## config.mk

```make
export PLATFORM = sky130hd
export DESIGN_NAME = square_anim_ctrl_flat
export DESIGN_NICKNAME = d
export VERILOG_FILES = /design/src/rtl/square_anim_ctrl_pkg.sv /design/src/rtl/square_anim_ctrl_if.sv /design/src/rtl/square_anim_ctrl_axis_step.sv /design/src/rtl/square_anim_ctrl.sv /design/src/flat_wrapper.sv
export SDC_FILE = /design/constraint.sdc
export NUM_CORES = 1
export LEC_CHECK = 0
export BUFFER_PORTS_ARGS = -buffer_cell sky130_fd_sc_hd__buf_2
export CAP_MARGIN = 10
export CORE_UTILIZATION = 60
export DETAILED_ROUTE_END_ITERATION = 10
export GPL_ROUTABILITY_DRIVEN = 0
export GPL_TIMING_DRIVEN = 1
export PLACE_DENSITY = 0.8
export SYNTH_ARGS = -nofsm -noshare
export SYNTH_HDL_FRONTEND = slang
export SYNTH_SLANG_ARGS = --single-unit
```

## constraint.sdc

```tcl
create_clock -name clk_pix -period 5.05 [get_ports clk_pix]
set_input_delay 1.2625 -clock clk_pix [delete_from_list [all_inputs] [get_ports clk_pix]]
set_output_delay 1.2625 -clock clk_pix [all_outputs]
set_load 0.02 [all_outputs]
```

## src/rtl/square_anim_ctrl_pkg.sv

```systemverilog
// Shared types and defaults for the square animation controller.
package sq_anim_pkg;

    localparam int H_RES_DEF = 640;
    localparam int V_RES_DEF = 480;

    typedef enum logic [1:0] {IDLE, CALC, COMMIT} state_t;

    typedef enum logic {DIR_POS = 1'b0, DIR_NEG = 1'b1} dir_t;

    function automatic dir_t dir_flip(input dir_t d);
        return (d == DIR_POS) ? DIR_NEG : DIR_POS;
    endfunction

endpackage

```

## src/rtl/square_anim_ctrl_if.sv

```systemverilog
// Configuration handshake between software-side master and the animation controller.
interface square_anim_ctrl_if #(
    parameter int CORDW = 10,
    parameter int SPDW  = 4
) ();
    logic             cfg_valid;
    logic             cfg_ready;
    logic [CORDW-1:0] cfg_size;
    logic [SPDW-1:0]  cfg_dx;
    logic [SPDW-1:0]  cfg_dy;

    modport master (output cfg_valid, cfg_size, cfg_dx, cfg_dy, input cfg_ready);
    modport slave  (input cfg_valid, cfg_size, cfg_dx, cfg_dy, output cfg_ready);
endinterface

```

## src/rtl/square_anim_ctrl_axis_step.sv

```systemverilog
// One-axis bounce step: advances pos by mag in dir, stopping at 0 or limit-size and reversing there.
module square_axis_step
    import sq_anim_pkg::*;
#(
    parameter int CORDW = 10,
    parameter int SPDW  = 4
) (
    input  logic [CORDW-1:0] i_pos,
    input  logic [SPDW-1:0]  i_mag,
    input  dir_t             i_dir,
    input  logic [CORDW-1:0] i_size,
    input  logic [CORDW-1:0] i_limit,
    output logic [CORDW-1:0] o_pos,
    output dir_t             o_dir
);

    logic [CORDW:0] w_sum;
    logic [CORDW:0] w_edge;
    logic [CORDW:0] w_mag;

    always_comb begin
        w_mag  = (CORDW+1)'(i_mag);
        w_sum  = {1'b0, i_pos} + w_mag;
        w_edge = {1'b0, i_limit} - {1'b0, i_size};
        o_pos  = i_pos;
        o_dir  = i_dir;
        if (i_mag != '0) begin
            if (i_dir == DIR_POS) begin
                if (w_sum >= w_edge) begin
                    o_pos = w_edge[CORDW-1:0];
                    o_dir = dir_flip(i_dir);
                end else begin
                    o_pos = w_sum[CORDW-1:0];
                end
            end else begin
                if ({1'b0, i_pos} <= w_mag) begin
                    o_pos = '0;
                    o_dir = dir_flip(i_dir);
                end else begin
                    o_pos = i_pos - CORDW'(i_mag);
                end
            end
        end
    end

endmodule

```

## src/rtl/square_anim_ctrl.sv

```systemverilog
// Frame-synchronous square controller: double-buffered position/size, motion applied in vertical blanking.
// state  | meaning
// IDLE   | drawing; config accepted into pending
// CALC   | motion and pending config computed into shadow regs
// COMMIT | shadow copied to active regs, frame counter advanced
module square_anim_ctrl
    import sq_anim_pkg::*;
#(
    parameter int CORDW     = 10,
    parameter int H_RES     = H_RES_DEF,
    parameter int V_RES     = V_RES_DEF,
    parameter int SPDW      = 4,
    parameter int X_INIT    = 220,
    parameter int Y_INIT    = 140,
    parameter int SIZE_INIT = 200
) (
    input  logic             clk_pix,
    input  logic             rst_pix,
    input  logic [CORDW-1:0] sx,
    input  logic [CORDW-1:0] sy,
    square_anim_ctrl_if.slave cfg,
    input  logic             pause,
    input  logic             step,
    output logic             square,
    output logic [CORDW-1:0] sq_x,
    output logic [CORDW-1:0] sq_y,
    output logic [15:0]      frame_cnt,
    output logic             busy
);

    localparam logic [CORDW-1:0] LIM_X = CORDW'(H_RES);
    localparam logic [CORDW-1:0] LIM_Y = CORDW'(V_RES);

    state_t           r_state, w_state_nxt;
    logic [CORDW-1:0] r_x, r_y, r_size;
    logic [SPDW-1:0]  r_dx, r_dy;
    dir_t             r_dir_x, r_dir_y;
    logic [CORDW-1:0] r_sh_x, r_sh_y, r_sh_size;
    logic [SPDW-1:0]  r_sh_dx, r_sh_dy;
    dir_t             r_sh_dir_x, r_sh_dir_y;
    logic             r_pend_full;
    logic [CORDW-1:0] r_pend_size;
    logic [SPDW-1:0]  r_pend_dx, r_pend_dy;
    logic             r_step;
    logic             r_square;
    logic [15:0]      r_frame_cnt;

    logic             w_frame_evt, w_cfg_ready, w_cfg_acc, w_move, w_in_sq;
    logic [CORDW-1:0] w_cfg_size, w_nx_x, w_nx_y, w_fit_x, w_fit_y;
    dir_t             w_nx_dir_x, w_nx_dir_y;

    assign w_frame_evt   = (sy == LIM_Y) && (sx == '0);
    assign w_cfg_ready   = !r_pend_full && (r_state == IDLE);
    assign w_cfg_acc     = cfg.cfg_valid && w_cfg_ready;
    assign cfg.cfg_ready = w_cfg_ready;
    assign w_move        = !pause || r_step;

    always_comb begin
        w_cfg_size = cfg.cfg_size;
        if (cfg.cfg_size == '0)        w_cfg_size = CORDW'(1);
        else if (cfg.cfg_size > LIM_Y) w_cfg_size = LIM_Y;
    end

    square_axis_step #(.CORDW(CORDW), .SPDW(SPDW)) u_step_x (
        .i_pos(r_x), .i_mag(r_dx), .i_dir(r_dir_x), .i_size(r_size), .i_limit(LIM_X),
        .o_pos(w_nx_x), .o_dir(w_nx_dir_x)
    );

    square_axis_step #(.CORDW(CORDW), .SPDW(SPDW)) u_step_y (
        .i_pos(r_y), .i_mag(r_dy), .i_dir(r_dir_y), .i_size(r_size), .i_limit(LIM_Y),
        .o_pos(w_nx_y), .o_dir(w_nx_dir_y)
    );

    // A larger new size can push the square past the far edge; pull it back in.
    assign w_fit_x = (({1'b0, r_sh_x} + {1'b0, r_sh_size}) > {1'b0, LIM_X}) ? (LIM_X - r_sh_size) : r_sh_x;
    assign w_fit_y = (({1'b0, r_sh_y} + {1'b0, r_sh_size}) > {1'b0, LIM_Y}) ? (LIM_Y - r_sh_size) : r_sh_y;

    assign w_in_sq = (sx >= r_x) && ({1'b0, sx} < ({1'b0, r_x} + {1'b0, r_size})) &&
                     (sy >= r_y) && ({1'b0, sy} < ({1'b0, r_y} + {1'b0, r_size}));

    always_comb begin
        w_state_nxt = r_state;
        case (r_state)
            IDLE:    if (w_frame_evt) w_state_nxt = CALC;
            CALC:    w_state_nxt = COMMIT;
            COMMIT:  w_state_nxt = IDLE;
            default: w_state_nxt = IDLE;
        endcase
    end

    always_ff @(posedge clk_pix or posedge rst_pix) begin
        if (rst_pix) r_state <= IDLE;
        else         r_state <= w_state_nxt;
    end

    always_ff @(posedge clk_pix or posedge rst_pix) begin
        if (rst_pix) begin
            r_pend_full <= 1'b0;
            r_pend_size <= '0;
            r_pend_dx   <= '0;
            r_pend_dy   <= '0;
        end else if (w_cfg_acc) begin
            r_pend_full <= 1'b1;
            r_pend_size <= w_cfg_size;
            r_pend_dx   <= cfg.cfg_dx;
            r_pend_dy   <= cfg.cfg_dy;
        end else if (r_state == CALC) begin
            r_pend_full <= 1'b0;
        end
    end

    always_ff @(posedge clk_pix or posedge rst_pix) begin
        if (rst_pix) begin
            r_sh_x     <= CORDW'(X_INIT);
            r_sh_y     <= CORDW'(Y_INIT);
            r_sh_size  <= CORDW'(SIZE_INIT);
            r_sh_dx    <= SPDW'(1);
            r_sh_dy    <= SPDW'(1);
            r_sh_dir_x <= DIR_POS;
            r_sh_dir_y <= DIR_POS;
        end else if (r_state == CALC) begin
            r_sh_x     <= w_move ? w_nx_x : r_x;
            r_sh_y     <= w_move ? w_nx_y : r_y;
            r_sh_dir_x <= w_move ? w_nx_dir_x : r_dir_x;
            r_sh_dir_y <= w_move ? w_nx_dir_y : r_dir_y;
            r_sh_size  <= r_pend_full ? r_pend_size : r_size;
            r_sh_dx    <= r_pend_full ? r_pend_dx : r_dx;
            r_sh_dy    <= r_pend_full ? r_pend_dy : r_dy;
        end
    end

    always_ff @(posedge clk_pix or posedge rst_pix) begin
        if (rst_pix) begin
            r_x         <= CORDW'(X_INIT);
            r_y         <= CORDW'(Y_INIT);
            r_size      <= CORDW'(SIZE_INIT);
            r_dx        <= SPDW'(1);
            r_dy        <= SPDW'(1);
            r_dir_x     <= DIR_POS;
            r_dir_y     <= DIR_POS;
            r_frame_cnt <= '0;
        end else if (r_state == COMMIT) begin
            r_x         <= w_fit_x;
            r_y         <= w_fit_y;
            r_size      <= r_sh_size;
            r_dx        <= r_sh_dx;
            r_dy        <= r_sh_dy;
            r_dir_x     <= r_sh_dir_x;
            r_dir_y     <= r_sh_dir_y;
            r_frame_cnt <= r_frame_cnt + 16'd1;
        end
    end

    // A step arriving during COMMIT belongs to the next frame, so set wins over clear.
    always_ff @(posedge clk_pix or posedge rst_pix) begin
        if (rst_pix)                 r_step <= 1'b0;
        else if (step)               r_step <= 1'b1;
        else if (r_state == COMMIT)  r_step <= 1'b0;
    end

    always_ff @(posedge clk_pix or posedge rst_pix) begin
        if (rst_pix) r_square <= 1'b0;
        else         r_square <= w_in_sq;
    end

    assign square    = r_square;
    assign sq_x      = r_x;
    assign sq_y      = r_y;
    assign frame_cnt = r_frame_cnt;
    assign busy      = (r_state != IDLE);

endmodule
```

## src/flat_wrapper.sv

```systemverilog
// flat-port wrapper written by rule: the top's interface ports become plain ports
module square_anim_ctrl_flat import sq_anim_pkg::*;
#(
    parameter int CORDW     = 10,
    parameter int H_RES     = H_RES_DEF,
    parameter int V_RES     = V_RES_DEF,
    parameter int SPDW      = 4,
    parameter int X_INIT    = 220,
    parameter int Y_INIT    = 140,
    parameter int SIZE_INIT = 200
)
  (clk_pix, rst_pix, sx, sy, pause, step, square, sq_x, sq_y, frame_cnt, busy, cfg_cfg_valid, cfg_cfg_size, cfg_cfg_dx, cfg_cfg_dy, cfg_cfg_ready);
  square_anim_ctrl_if #(.CORDW(CORDW), .SPDW(SPDW)) cfg_i ();
  input  logic clk_pix;
  input  logic rst_pix;
  input  logic [CORDW-1:0] sx;
  input  logic [CORDW-1:0] sy;
  input  logic pause;
  input  logic step;
  output logic square;
  output logic [CORDW-1:0] sq_x;
  output logic [CORDW-1:0] sq_y;
  output logic [15:0] frame_cnt;
  output logic busy;
  input wire logic [$bits(cfg_i.cfg_valid)-1:0] cfg_cfg_valid;
  input wire logic [$bits(cfg_i.cfg_size)-1:0] cfg_cfg_size;
  input wire logic [$bits(cfg_i.cfg_dx)-1:0] cfg_cfg_dx;
  input wire logic [$bits(cfg_i.cfg_dy)-1:0] cfg_cfg_dy;
  output wire logic [$bits(cfg_i.cfg_ready)-1:0] cfg_cfg_ready;
  assign cfg_i.cfg_valid = cfg_cfg_valid;
  assign cfg_i.cfg_size = cfg_cfg_size;
  assign cfg_i.cfg_dx = cfg_cfg_dx;
  assign cfg_i.cfg_dy = cfg_cfg_dy;
  assign cfg_cfg_ready = cfg_i.cfg_ready;
  square_anim_ctrl #(.CORDW(CORDW), .H_RES(H_RES), .V_RES(V_RES), .SPDW(SPDW), .X_INIT(X_INIT), .Y_INIT(Y_INIT), .SIZE_INIT(SIZE_INIT)) u_core (.clk_pix(clk_pix), .rst_pix(rst_pix), .sx(sx), .sy(sy), .cfg(cfg_i), .pause(pause), .step(step), .square(square), .sq_x(sq_x), .sq_y(sq_y), .frame_cnt(frame_cnt), .busy(busy));
endmodule
```

==> flow_metrics.env <==
export IMPL_io_pin_count=82
export IMPL_drive_gt1_share_pct=13.67
export IMPL_hold_start="u_core.r_sh_dx[0]"
export IMPL_grt_max_degree=67
export IMPL_dp_hpwl_mm=20.63
export IMPL_r2r_start="u_core.r_dy[0]"
export IMPL_postSynthAreaPerCell_um2=8.527
export IMPL_holdPathStages=2
export IMPL_rsz0062_at_grt="no"
export IMPL_drc=0
export IMPL_cp_arrival_ns=4.32
export IMPL_crit_path_end_kind="flop"
export IMPL_postSynthRegisterBits=119
export IMPL_hold_viol_final=0
export IMPL_finalSetupViolCount=0
export IMPL_die_width_um=131
export IMPL_fin_crit_ns=3.983
export IMPL_synth_top_cell_by_area="dfrtp_1"
export IMPL_grt_pass1_wl_mm=44.28
export IMPL_ir_drop_mv=0.2547
export IMPL_clock_latency_ns=0.43
export IMPL_yosys_warnings=0
export IMPL_status="completed"
export IMPL_tightestPinTransition_ns=1.004
export IMPL_cts_sinks=119
export IMPL_swShare_pct=22.85
export IMPL_ant_nets=0
export IMPL_cts_tree="yes"
export IMPL_ys_top_cells_by_count="nand2_1 (165), ha_1 (119), dfrtp_1 (93)"
export IMPL_synth_edff_count=0
export IMPL_antenna_cells=0
export IMPL_cts_repair_resized=0
export IMPL_cp_data_required_time_ns=5.39
export IMPL_p_leak_nw=5.318
export IMPL_fmax_mhz=251.1
export IMPL_intPower_mw=1.680
export IMPL_synth_top_area_share_pct=23.31
export IMPL_yosys_cell_types_count=75
export IMPL_drt_total_wl_mm=27.90
export IMPL_wl_per_cell_um=19.11
export IMPL_core_area_um2=16060
export IMPL_std_cell_rows=46
export IMPL_yosys_top_cells_area="dfrtp_1 (23%), ha_1 (15%), dfstp_2 (6.8%)"
export IMPL_power_frac_comb_pct=4.2
export IMPL_place_ws_ns=1.147
export IMPL_syn_inst=1171
export IMPL_worstSetupStartpointType="flop"
export IMPL_rrSetupSlack_ns=1.07
export IMPL_finClkSkew_ns=0.008065
export IMPL_postCtsSetupRepairBufs=0
export IMPL_htree_levels=4
export IMPL_seqPwrFrac_pct=44.1
export IMPL_grt_usage_pct=34.19
export IMPL_seq_area_frac_synth_pct=30.15
export IMPL_p_total_mw=2.178
export IMPL_yosys_most_used_dff="dfrtp_1"
export IMPL_cts_buffer_depth=2
export IMPL_grt_pass1_vias=8475
export IMPL_switchingPower_mw=0.4975
export IMPL_cts_root_buf="clkbuf_16"
export IMPL_async_flop_share_pct=100.0
export IMPL_cp_max_fo=5
export IMPL_finalSetupTns_ns=0
export IMPL_slew_violations=0
export IMPL_dr_pass1_iters=5
export IMPL_period_share_pct=78.87
export IMPL_antenna_found_initial=0
export IMPL_r2r_end="u_core.r_sh_y[7]"
export IMPL_yosysMostFrequentCell="nand2_1"
export IMPL_die_area_um2=17160
export IMPL_numCtsBuffers=17
export IMPL_nets=1401
export IMPL_rr_worst_depth=17
export IMPL_viasPerCell=6.214
export IMPL_syn_to_final_growth_pct=11.19
export IMPL_hp_class="flop to flop"
export IMPL_dr_first_iter_drc_count=821
export IMPL_grt_overflow=0
export IMPL_powerDensity_nw_per_um2=196.2
export IMPL_synthesis_nets=1341
export IMPL_min_to="u_core.r_dx[0]"
export IMPL_ctsHoldBuffers=0
export IMPL_power_share_clock_pct=51.6
export IMPL_critPathKind="flop to flop"
export IMPL_maxCapViolCount=0
export IMPL_start_util_pct=62.18
export IMPL_clk_pin_slew_worst_paths_ns=0.06
export IMPL_synthesis_area_um2=9985
export IMPL_vias=9072
export IMPL_fin_ws_ns=1.067
export IMPL_die_y_um=131
export IMPL_relSlewSlack_pct=33.07
export IMPL_port_buffers=81
[worst max-delay path by stage]
stage / start / endpoint / slack, ns / cells past startpoint
after detailed placement: u_core.sq_y[1] / u_core.r_sh_y[6] / 1.15 / 17
after global placement: u_core.r_dy[0] / u_core.r_sh_y[6] / 1.24 / 18
after floorplan: rst_pix / u_core.frame_cnt[0] / 0.67 / 1
after CTS: u_core.sq_y[1] / u_core.r_sh_y[7] / 1.14 / 16
final: u_core.r_dy[0] / u_core.r_sh_y[7] / 1.07 / 17
after global routing: u_core.sq_y[1] / u_core.r_sh_y[7] / 0.71 / 16
[sequential cells by signal (all words and copies together) (netlist names), 2 cells and up]
signal	count
u_core.r_sh_x	10
u_core.r_sh_size	10
u_core.r_pend_dx	4
u_core.r_sh_dy	4
u_core.r_pend_dy	4
u_core.frame_cnt	16
u_core.r_state	2
u_core.r_sh_dx	4
u_core.r_pend_size	10
u_core.r_dx	4
u_core.sq_x	10
u_core.r_size	10
u_core.r_sh_y	10
u_core.sq_y	10
u_core.r_dy	4
[power groups by stage]
stage / combinational (mW) / clock [mW] / sequential, mW
6_report: 0.0919 / 1.12 / 0.961
5_1_grt: 0.107 / 1.17 / 0.961
4_1_cts: 0.0926 / 1.13 / 0.961
3_5_place_dp: 0.0921 / 0 / 0.977
3_3_place_gp: 0.0888 / 0 / 0.977
2_1_floorplan: 0.0506 / 0 / 0.976
[kinds of logic (layout without fill, tap and decap cells)]
group / after synthesis / in the layout / share of synthesized area [%]
AOI/OAI and AO/OA: 303 / 303 / 19.76
xor gates and xnor gates: 85 / 85 / 7.456
adders and majority gates: 127 / 127 / 16.52
buffers and inverters: 121 / 194 / 4.611
DFF: 119 / 119 / 30.15
muxes: 34 / 34 / 3.446
and+or+nand+nor: 382 / 382 / 18.06
[layout by cell type (no fill, tap or decap), drive strengths merged, types with 10 or more instances in the layout]
master  Yosys  final
dfrtp      93     93
or3        13     13
a211oi     10     10
ha        119    119
o21a       12     12
xor2       31     31
dfstp      26     26
buf         6     90
mux2i      31     31
a31oi      13     13
nand3      17     17
o21ai      84     84
nand2     166    166
nand4      18     18
nor2       61     61
xnor2      54     54
o211ai     14     14
nand2b     11     11
nor2b      11     11
nor3       38     38
clkbuf     43     23
a21o       34     34
a21oi      70     70
inv        71     71
[critical path, stage by stage (launching register included)]
cell       delay, ns
dfstp_2         0.57
ha_1            0.17
inv_1           0.05
fa_1            0.39
or2_2           0.31
a21oi_1         0.19
o21a_1          0.18
nand2b_1        0.10
xnor2_1         0.18
inv_1           0.07
ha_1            0.30
a21o_1          0.16
a21o_1          0.18
a21oi_1         0.19
o21a_1          0.25
nor2_1          0.07
a2111oi_0       0.44
nor2_1          0.10
[routing by layer]
| metal | vias up | wire (um) | GRT usage, % |
|---|---|---|---|
| li1 | 4310 | - | - |
| met1 | 4323 | 11810 | 44.07 |
| met2 | 363 | 13190 | 55.77 |
| met3 | 76 | 1706 | 6.352 |
| met4 | 0 | 1199 | 15.82 |
| met5 | - | 0 | 0 |
[area by class of cell]
cell class,instances,area [um2]
repair buffers,90,485.5
well taps,216,270.3
fillers,1283,4956
clock inverters,9,78.83
inverters,72,272.8
flip-flops and latches,119,3010
clock buffers,23,457.9
multi-input cells,931,6526
[stage by stage]
step | utilization (%) | cells | instance area (um2) | hold slack (ns)
2_1_floorplan | - | 1171 | 9985 | 0.4346
3_3_place_gp | 65.79 | 1428 | 10570 | 0.4438
3_5_place_dp | 65.79 | 1428 | 10570 | 0.4453
4_1_cts | 69.14 | 1460 | 11100 | 0.4520
5_1_grt | 69.14 | 1460 | 11100 | 0.4814
6_report | 69.14 | 1460 | 11100 | 0.4523
(Power assumes the default switching activity.)
